$ cat src/rtl/alu_req_arbiter_if.sv
// alu_req_arbiter_if: command/response ports of both requesters plus the ALU hookup.
interface alu_req_arbiter_if #(parameter int WIDTH = 32, parameter int CNT_W = 16);
  logic req0_valid, req1_valid, req0_ready, req1_ready;
  logic [2:0] req0_op, req1_op;
  logic [WIDTH-1:0] req0_a, req0_b, req1_a, req1_b;
  logic rsp0_valid, rsp1_valid, rsp0_ready, rsp1_ready;
  logic [WIDTH-1:0] rsp_result;
  logic rsp_zero, rsp_err;
  logic [2:0] alu_control;
  logic [WIDTH-1:0] alu_a, alu_b, alu_result;
  logic alu_zero, busy, grant_id;
  logic [CNT_W-1:0] op_count;
  modport slave (
    input req0_valid, req0_op, req0_a, req0_b, req1_valid, req1_op, req1_a, req1_b,
    input rsp0_ready, rsp1_ready, alu_result, alu_zero,
    output req0_ready, req1_ready, rsp0_valid, rsp1_valid, rsp_result, rsp_zero, rsp_err,
    output alu_control, alu_a, alu_b, busy, grant_id, op_count
  );
  modport master (
    output req0_valid, req0_op, req0_a, req0_b, req1_valid, req1_op, req1_a, req1_b,
    output rsp0_ready, rsp1_ready, alu_result, alu_zero,
    input req0_ready, req1_ready, rsp0_valid, rsp1_valid, rsp_result, rsp_zero, rsp_err,
    input alu_control, alu_a, alu_b, busy, grant_id, op_count
  );
endinterface

$ cat src/rtl/alu_req_arbiter.sv
// alu_req_arbiter: round-robin sharing of one combinational ALU between two valid/ready requesters.
module alu_req_arbiter #(
  parameter int WIDTH = 32,
  parameter int CNT_W = 16
) (
  input logic clk,
  input logic rst_n,
  alu_req_arbiter_if.slave bus
);
  typedef enum logic [1:0] {IDLE, EXEC, RESP} state_t;
  state_t state, state_nx;
  logic ptr, sel, accept, hs, legal, grant, zero, err;
  logic [2:0] op;
  logic [WIDTH-1:0] a, b, result;
  logic [CNT_W-1:0] count;
  always_comb begin
    sel = (bus.req0_valid && bus.req1_valid) ? ptr : bus.req1_valid;
    accept = rst_n && state == IDLE && (bus.req0_valid || bus.req1_valid);
    hs = state == RESP && (grant ? bus.rsp1_ready : bus.rsp0_ready);
    legal = op inside {3'b000, 3'b001, 3'b010, 3'b110, 3'b111};
    state_nx = state;
    case (state)
      IDLE: if (accept) state_nx = EXEC;
      EXEC: state_nx = RESP;
      RESP: if (hs) state_nx = IDLE;
      default: state_nx = IDLE;
    endcase
  end
  // Priority pointer only moves on a completed response, so contention alternates.
  always_ff @(posedge clk or negedge rst_n)
    if (!rst_n) begin
      state <= IDLE;
      ptr <= 1'b0;
      op <= '0;
      a <= '0;
      b <= '0;
      grant <= 1'b0;
      result <= '0;
      zero <= 1'b0;
      err <= 1'b0;
      count <= '0;
    end else begin
      state <= state_nx;
      if (accept) begin
        op <= sel ? bus.req1_op : bus.req0_op;
        a <= sel ? bus.req1_a : bus.req0_a;
        b <= sel ? bus.req1_b : bus.req0_b;
        grant <= sel;
      end
      if (state == EXEC) begin
        result <= legal ? bus.alu_result : '0;
        zero <= legal && bus.alu_zero;
        err <= !legal;
      end
      if (hs) begin
        ptr <= !grant;
        count <= count + 1'b1;
      end
    end
  assign bus.req0_ready = accept && !sel;
  assign bus.req1_ready = accept && sel;
  assign bus.rsp0_valid = state == RESP && !grant;
  assign bus.rsp1_valid = state == RESP && grant;
  assign bus.rsp_result = result;
  assign bus.rsp_zero = zero;
  assign bus.rsp_err = err;
  assign bus.alu_control = op;
  assign bus.alu_a = a;
  assign bus.alu_b = b;
  assign bus.busy = state != IDLE;
  assign bus.grant_id = grant;
  assign bus.op_count = count;
endmodule

$ cat src/flat_wrapper.sv
// flat-port wrapper written by rule: the top's interface ports become plain ports
module alu_req_arbiter_flat 
#(
  parameter int WIDTH = 32,
  parameter int CNT_W = 16
)
  (clk, rst_n, bus_req0_valid, bus_req0_op, bus_req0_a, bus_req0_b, bus_req1_valid, bus_req1_op, bus_req1_a, bus_req1_b, bus_rsp0_ready, bus_rsp1_ready, bus_alu_result, bus_alu_zero, bus_req0_ready, bus_req1_ready, bus_rsp0_valid, bus_rsp1_valid, bus_rsp_result, bus_rsp_zero, bus_rsp_err, bus_alu_control, bus_alu_a, bus_alu_b, bus_busy, bus_grant_id, bus_op_count);
  alu_req_arbiter_if #(.WIDTH(WIDTH), .CNT_W(CNT_W)) bus_i ();
  input logic clk;
  input logic rst_n;
  input wire logic [$bits(bus_i.req0_valid)-1:0] bus_req0_valid;
  input wire logic [$bits(bus_i.req0_op)-1:0] bus_req0_op;
  input wire logic [$bits(bus_i.req0_a)-1:0] bus_req0_a;
  input wire logic [$bits(bus_i.req0_b)-1:0] bus_req0_b;
  input wire logic [$bits(bus_i.req1_valid)-1:0] bus_req1_valid;
  input wire logic [$bits(bus_i.req1_op)-1:0] bus_req1_op;
  input wire logic [$bits(bus_i.req1_a)-1:0] bus_req1_a;
  input wire logic [$bits(bus_i.req1_b)-1:0] bus_req1_b;
  input wire logic [$bits(bus_i.rsp0_ready)-1:0] bus_rsp0_ready;
  input wire logic [$bits(bus_i.rsp1_ready)-1:0] bus_rsp1_ready;
  input wire logic [$bits(bus_i.alu_result)-1:0] bus_alu_result;
  input wire logic [$bits(bus_i.alu_zero)-1:0] bus_alu_zero;
  output wire logic [$bits(bus_i.req0_ready)-1:0] bus_req0_ready;
  output wire logic [$bits(bus_i.req1_ready)-1:0] bus_req1_ready;
  output wire logic [$bits(bus_i.rsp0_valid)-1:0] bus_rsp0_valid;
  output wire logic [$bits(bus_i.rsp1_valid)-1:0] bus_rsp1_valid;
  output wire logic [$bits(bus_i.rsp_result)-1:0] bus_rsp_result;
  output wire logic [$bits(bus_i.rsp_zero)-1:0] bus_rsp_zero;
  output wire logic [$bits(bus_i.rsp_err)-1:0] bus_rsp_err;
  output wire logic [$bits(bus_i.alu_control)-1:0] bus_alu_control;
  output wire logic [$bits(bus_i.alu_a)-1:0] bus_alu_a;
  output wire logic [$bits(bus_i.alu_b)-1:0] bus_alu_b;
  output wire logic [$bits(bus_i.busy)-1:0] bus_busy;
  output wire logic [$bits(bus_i.grant_id)-1:0] bus_grant_id;
  output wire logic [$bits(bus_i.op_count)-1:0] bus_op_count;
  assign bus_i.req0_valid = bus_req0_valid;
  assign bus_i.req0_op = bus_req0_op;
  assign bus_i.req0_a = bus_req0_a;
  assign bus_i.req0_b = bus_req0_b;
  assign bus_i.req1_valid = bus_req1_valid;
  assign bus_i.req1_op = bus_req1_op;
  assign bus_i.req1_a = bus_req1_a;
  assign bus_i.req1_b = bus_req1_b;
  assign bus_i.rsp0_ready = bus_rsp0_ready;
  assign bus_i.rsp1_ready = bus_rsp1_ready;
  assign bus_i.alu_result = bus_alu_result;
  assign bus_i.alu_zero = bus_alu_zero;
  assign bus_req0_ready = bus_i.req0_ready;
  assign bus_req1_ready = bus_i.req1_ready;
  assign bus_rsp0_valid = bus_i.rsp0_valid;
  assign bus_rsp1_valid = bus_i.rsp1_valid;
  assign bus_rsp_result = bus_i.rsp_result;
  assign bus_rsp_zero = bus_i.rsp_zero;
  assign bus_rsp_err = bus_i.rsp_err;
  assign bus_alu_control = bus_i.alu_control;
  assign bus_alu_a = bus_i.alu_a;
  assign bus_alu_b = bus_i.alu_b;
  assign bus_busy = bus_i.busy;
  assign bus_grant_id = bus_i.grant_id;
  assign bus_op_count = bus_i.op_count;
  alu_req_arbiter #(.WIDTH(WIDTH), .CNT_W(CNT_W)) u_core (.clk(clk), .rst_n(rst_n), .bus(bus_i));
endmodule
$ cat config.mk
export PLATFORM = sky130hd
export DESIGN_NAME = alu_req_arbiter_flat
export DESIGN_NICKNAME = d
export VERILOG_FILES = /design/src/rtl/alu_req_arbiter_if.sv /design/src/rtl/alu_req_arbiter.sv /design/src/flat_wrapper.sv
export SDC_FILE = /design/constraint.sdc
export NUM_CORES = 1
export LEC_CHECK = 0
export ABC_CLOCK_PERIOD_IN_PS = 3300
export BUFFER_PORTS_ARGS = -buffer_cell sky130_fd_sc_hd__buf_2
export CORE_AREA = 2 2 114 116
export DETAILED_ROUTE_END_ITERATION = 10
export DIE_AREA = 0 0 116 118
export PLACE_DENSITY = 0.77
export SYNTH_ARGS = -nofsm -noshare
export SYNTH_HDL_FRONTEND = slang
export SYNTH_SLANG_ARGS = --single-unit
$ cat constraint.sdc
create_clock -name clk -period 3.3 [get_ports clk]
set_input_delay 0.66 -clock clk [delete_from_list [all_inputs] [get_ports clk]]
set_output_delay 0.66 -clock clk [all_outputs]
set_load 0.005 [all_outputs]
---- Word-level counts from Yosys, hierarchy flattened ----
Index checks and enable logic that the tools add are counted.
W data, S select, Z words.
operators by class
  $add $sub $neg .......................... 1
  multipliers ............................. 0
  div/mod/pow operators ................... 0
  order comparisons ....................... 0
  eq/ne operators ......................... 8
  shift-type cells ........................ 0
  muxes and demuxes ....................... 9
  bitwise operators ....................... 0
  reductions and logical operators ........ 18
operators by type and width
  operator                 count
  $mux W32                 3
  $add A16 B1 Y16 const B  1
  $logic_and A1 B1 Y1      9
  $eq A3 B3 Y1 const B     2
  $pmux W2 S3              1
  $reduce_bool A5 Y1       1
  $mux W2                  2
  $ne A2 B1 Y1 const B     2
  $eq A3 B1 Y1 const B     1
  $eq A3 B2 Y1 const B     1
  $logic_not A1 Y1         3
  $logic_not A3 Y1         1
  $mux W3                  1
  $eq A2 B1 Y1 const B     1
  $eq A2 B2 Y1 const B     1
  $logic_not A2 Y1         1
  $mux W1                  2
  $reduce_and A2 Y1        1
  $reduce_bool A2 Y1       1
  $logic_or A1 B1 Y1       1
storage, ports and cells
  register bits after elaboration ......... 121
  bits in latches ......................... 0
  memory bits (writable) .................. 0
  bits in read-only memories .............. 0
  input bits .............................. 173
  memories kept ........................... 0

---- Depth between registers and ports, before layout ----
  word-level depth ........................ 5
  gate-level depth with buffers ........... 7
  depth with buffers taken out ............ 4

---- Worst setup path after synthesis ----
OpenSTA, ideal clock, no wires.
  path type ............................... input to output
  start ................................... in bus_req0_valid
  end ..................................... out bus_req0_ready
  arrival ................................. 1,406 ps
  data required time ...................... 2,640 ps
  path slack .............................. 1,234 ps
  cell stages on the path ................. 6
  buffers on the path ..................... 3
  cell sequence ........................... inv_2 -> o21ai_1 -> buf_2 -> buf_6 -> buf_6 -> nor2b_1
between the ends
  longest elaborated chain between the ends .. 4
RTL lines
  item                     line                   text
  start: declaration       flat_wrapper.sv:11     input wire logic [$bits(bus_i.req0_valid)-1:0] bus_req0_valid;
  $logic_and A1 B1 Y1      alu_req_arbiter.sv:17  sel = (bus.req0_valid && bus.req1_valid) ? ptr : bus.req1_valid;
  $mux W1                  alu_req_arbiter.sv:17
  $logic_not A1 Y1         alu_req_arbiter.sv:60  assign bus.req0_ready = accept && !sel;
  $logic_and A1 B1 Y1 (*)  alu_req_arbiter.sv:60
  end: declaration         flat_wrapper.sv:23     output wire logic [$bits(bus_i.req0_ready)-1:0] bus_req0_ready;
Mark *: on every way between the ends. The rest lies on a longest branch, timed or not.

---- Worst setup path after layout ----
  start ................................... reg u_core.state[1]
  end ..................................... out bus_req1_ready
between the ends
  longest elaborated chain between the ends .. 4
RTL lines
  item                              line                   text
  start: declaration                alu_req_arbiter.sv:11  state_t state, state_nx;
  start signal: assignment          alu_req_arbiter.sv:43  state <= state_nx;
  $logic_not A2 Y1                  alu_req_arbiter.sv:18  accept = rst_n && state == IDLE && (bus.req0_valid || bus.req1_valid);
  $logic_and A1 B1 Y1 (2 in a row)  alu_req_arbiter.sv:18
  $logic_and A1 B1 Y1               alu_req_arbiter.sv:61  assign bus.req1_ready = accept && sel;
  end: declaration                  flat_wrapper.sv:24     output wire logic [$bits(bus_i.req1_ready)-1:0] bus_req1_ready;
Every way passes these cells.

==> metrics <==
Filler cells=1073; Inserted Clock Buffers=17; CP startpoint kind=flop; drt drc=0; Die Wd=between 100 and 150 um; clock skew=0.0104 ns; initial antenna violation count=0; max layer used=met4; Least-Margin Pin Slew=0.847 ns; row count=41; Fin Hold WS=0.410 ns; Met1 Routed Length=5360 um; Final #Nets=920; vias in the first global route=roughly 4700; period utilisation layout=0.693; via count=roughly 4500; RSZ-0062 raised after global routing=no; Worst Hold Class=in2async; number of distinct library cells after synthesis=34; final cell count without fillers=931; core box area=12400 um^2; CTS tree=done; yosys warns=0; # IOs=296; placed cell count=899; setup violators final=0; Avg Inst Size Synth=11.5 um^2; post-synthesis instance total=454; dominant cell type by area after synthesis=dfrtp_1; Post-synth EDFFs=0; critical path's top delay family=simple AND/OR/NAND/NOR gates; Met3 Routed Length=1130 um; RD Place Congestion=0.841; Worst Path Buf+Inv=1; Post-DP HPWL=10600 um; wire length per cell=around 15 um; Root Driver=clkbuf_16; area delta synth->final=42.4%; H-tree depth=4; Power Density=850 nW/um^2; syn nets=628; clock sink count=121; top cells by area, synth=dfrtp_1 (58%), mux2i_1 (13%), a22o_1 (5.7%); Peak VDD IR=0.000320 V; relative slew slack=0.436; sequential-to-total area share from yosys stat=0.580; Post-Route WL=between 10000 and 15000 um; grt total ovfl=0; Pwr Total=6.32 mW; Synth Flop Type=dfrtp_1; port buffer count=between 200 and 300; Worst-path clk slew=~0.060 ns; Crit path top cell by count=nor2_1; max-cap violation count=0; class of the most critical setup path=reg2out; # diodes=0; Slowest cell on crit path=dfrtp_1; first-pass GRT wire length=21900 um; Lkg Pwr=4.16 nW; Critical Path AT=1.63 ns; Critical Path, Cell by Cell=nor2_1, o211ai_1, nor2_1, buf_2; met2 wire length=7040 um; final hold viol count=0; gr usage total=0.205; Worst-Skew Late Latency=0.41 ns; FFs w/ async S/R, synth=1.00; pin count of the biggest net entering global routing=92; critical path required time=2.64 ns; flops & latches, synth=121; Crit. End Element=output pin; # Post-CTS Setup Buffers=0; DR iter-0 viols=roughly 280; Starting Density=0.420; post-layout min period=between 2 and 2.5 ns; setup ws final=1.01 ns; full die area=about 14000 um^2; Post-DRT Antenna Nets=0; proportion of layout cells with a drive suffix above 1=0.453; dpl ws=approximately 1.1 ns; status=complete, no violations; via-per-instance ratio=approximately 5; Post-Syn Area=5220 um^2; fmax=approximately 0.44 GHz; largest fanout on the critical path=4; CP peak stage delay=0.40 ns; post-cts resize count=0; die height=around 120 um; share of the synthesized area in the top cell type=0.580; Max Slew Vio Count=0; Hold-fix buffers, CTS=0; CTS max path bufs=2; Final TNS setup=0 ns; First-pass DRT Iterations=4; FF+latch area=3030 um^2; area taken by multi-input logic gates=2010 um^2
-- cell type report --
| class | count | share of cell area |
|---|---|---|
| Multi-Input combinational cell | 299 | 0.271 |
| Sequential cell | 121 | 0.407 |
| Tap cell | 172 | 0.0289 |
| Inverter | 4 | 0.00202 |
| Timing Repair Buffer | 303 | 0.209 |
| Clock inverter | 14 | 0.0232 |
| Clock buffer | 18 | 0.0591 |
-- layout by cell type, fill, tap and decap left out, types with 2 or more instances in the layout --
cell type	netlist	routed
a22o_1	34	34
and2_1	2	2
and3_1	2	2
and4_1	2	2
buf_2	11	294
buf_4	8	8
bufinv_16	0	3
clkbuf_16	0	17
clkinv_2	0	3
clkinv_4	0	5
clkinvlp_4	0	2
dfrtp_1	121	121
inv_1	3	3
mux2i_1	69	69
nand2_1	77	77
nand2b_1	2	2
nand3_1	5	5
nand4_1	4	4
nor2_1	5	5
nor2_2	2	2
nor2b_1	2	2
o21ai_0	36	36
o21ai_1	33	32
xnor2_1	11	11
xor2_1	4	4
-- synth_stat cells, drive strengths merged (4+ instances only) --
master	n
nand4	5
nand3	5
o21ai	69
clkbuf	6
nand2	77
a22o	34
nor2	7
inv	4
buf	24
xnor2	11
dfrtp	121
mux2i	69
xor2	4
-- layer usage --
layer  up-vias  track usage
met2       222        0.360
met4         0       0.0990
li1       2182            -
met1      2094        0.224
met3        30       0.0587
met5         -            0
-- stage by stage --
step            util  cell area (um^2)
4_1_cts        0.599              7440
3_3_place_gp   0.550              6820
3_5_place_dp   0.550              6820
5_1_grt        0.599              7440
2_1_floorplan      -              5220
6_report       0.599              7440
-- cell families after synthesis --
group,after synthesis,share of synthesized area
DFF,121,0.580
and+or+nand+nor,107,0.0947
AOI/OAI and AO/OA,106,0.127
muxes,70,0.134
buffers and inverters,34,0.0362
xor gates and xnor gates,15,0.0252
adders and majority gates,1,0.00240
-- report_power, final --
group / switching (mW) / leakage, nW / internal (mW)
logic: 1.01 / 2.34 / 0.973
registers: 0.359 / 1.53 / 2.10
clock network: 0.676 / 0.296 / 1.21
-- worst paths after layout --
| check | startpoint | slack, ns | cells after the start | endpoint |
|---|---|---|---|---|
| max in group asynchronous | rst_n | 2.25 | 2 | u_core.bus.op_count[12]$_DFFE_PN0P_ |
| max | u_core.state[1]$_DFFE_PN0P_ | 1.01 | 4 | bus_req1_ready |
| min | rst_n | 0.41 | 2 | u_core.bus.alu_b[11]$_DFFE_PN0P_ |
| max reg2reg | u_core.state[0]$_DFFE_PN0P_ | 1.52 | 4 | u_core.bus.alu_b[12]$_DFFE_PN0P_ |
| min reg2reg | u_core.bus.alu_a[17]$_DFFE_PN0P_ | 0.48 | 2 | u_core.bus.alu_a[17]$_DFFE_PN0P_ |
| min in group clk | bus_alu_result[19] | 0.47 | 2 | u_core.bus.rsp_result[19]$_DFFE_PN0N_ |
-- state kept, by name (all words and copies together), names as in the netlist --
register,count
u_core.bus.grant_id,1
u_core.bus.op_count,16
u_core.bus.rsp_result,32
u_core.ptr,1
u_core.bus.rsp_zero,1
u_core.bus.alu_control,3
u_core.state,2
u_core.bus.alu_b,32
u_core.bus.rsp_err,1
u_core.bus.alu_a,32
Power figures use the tool's default switching activity.
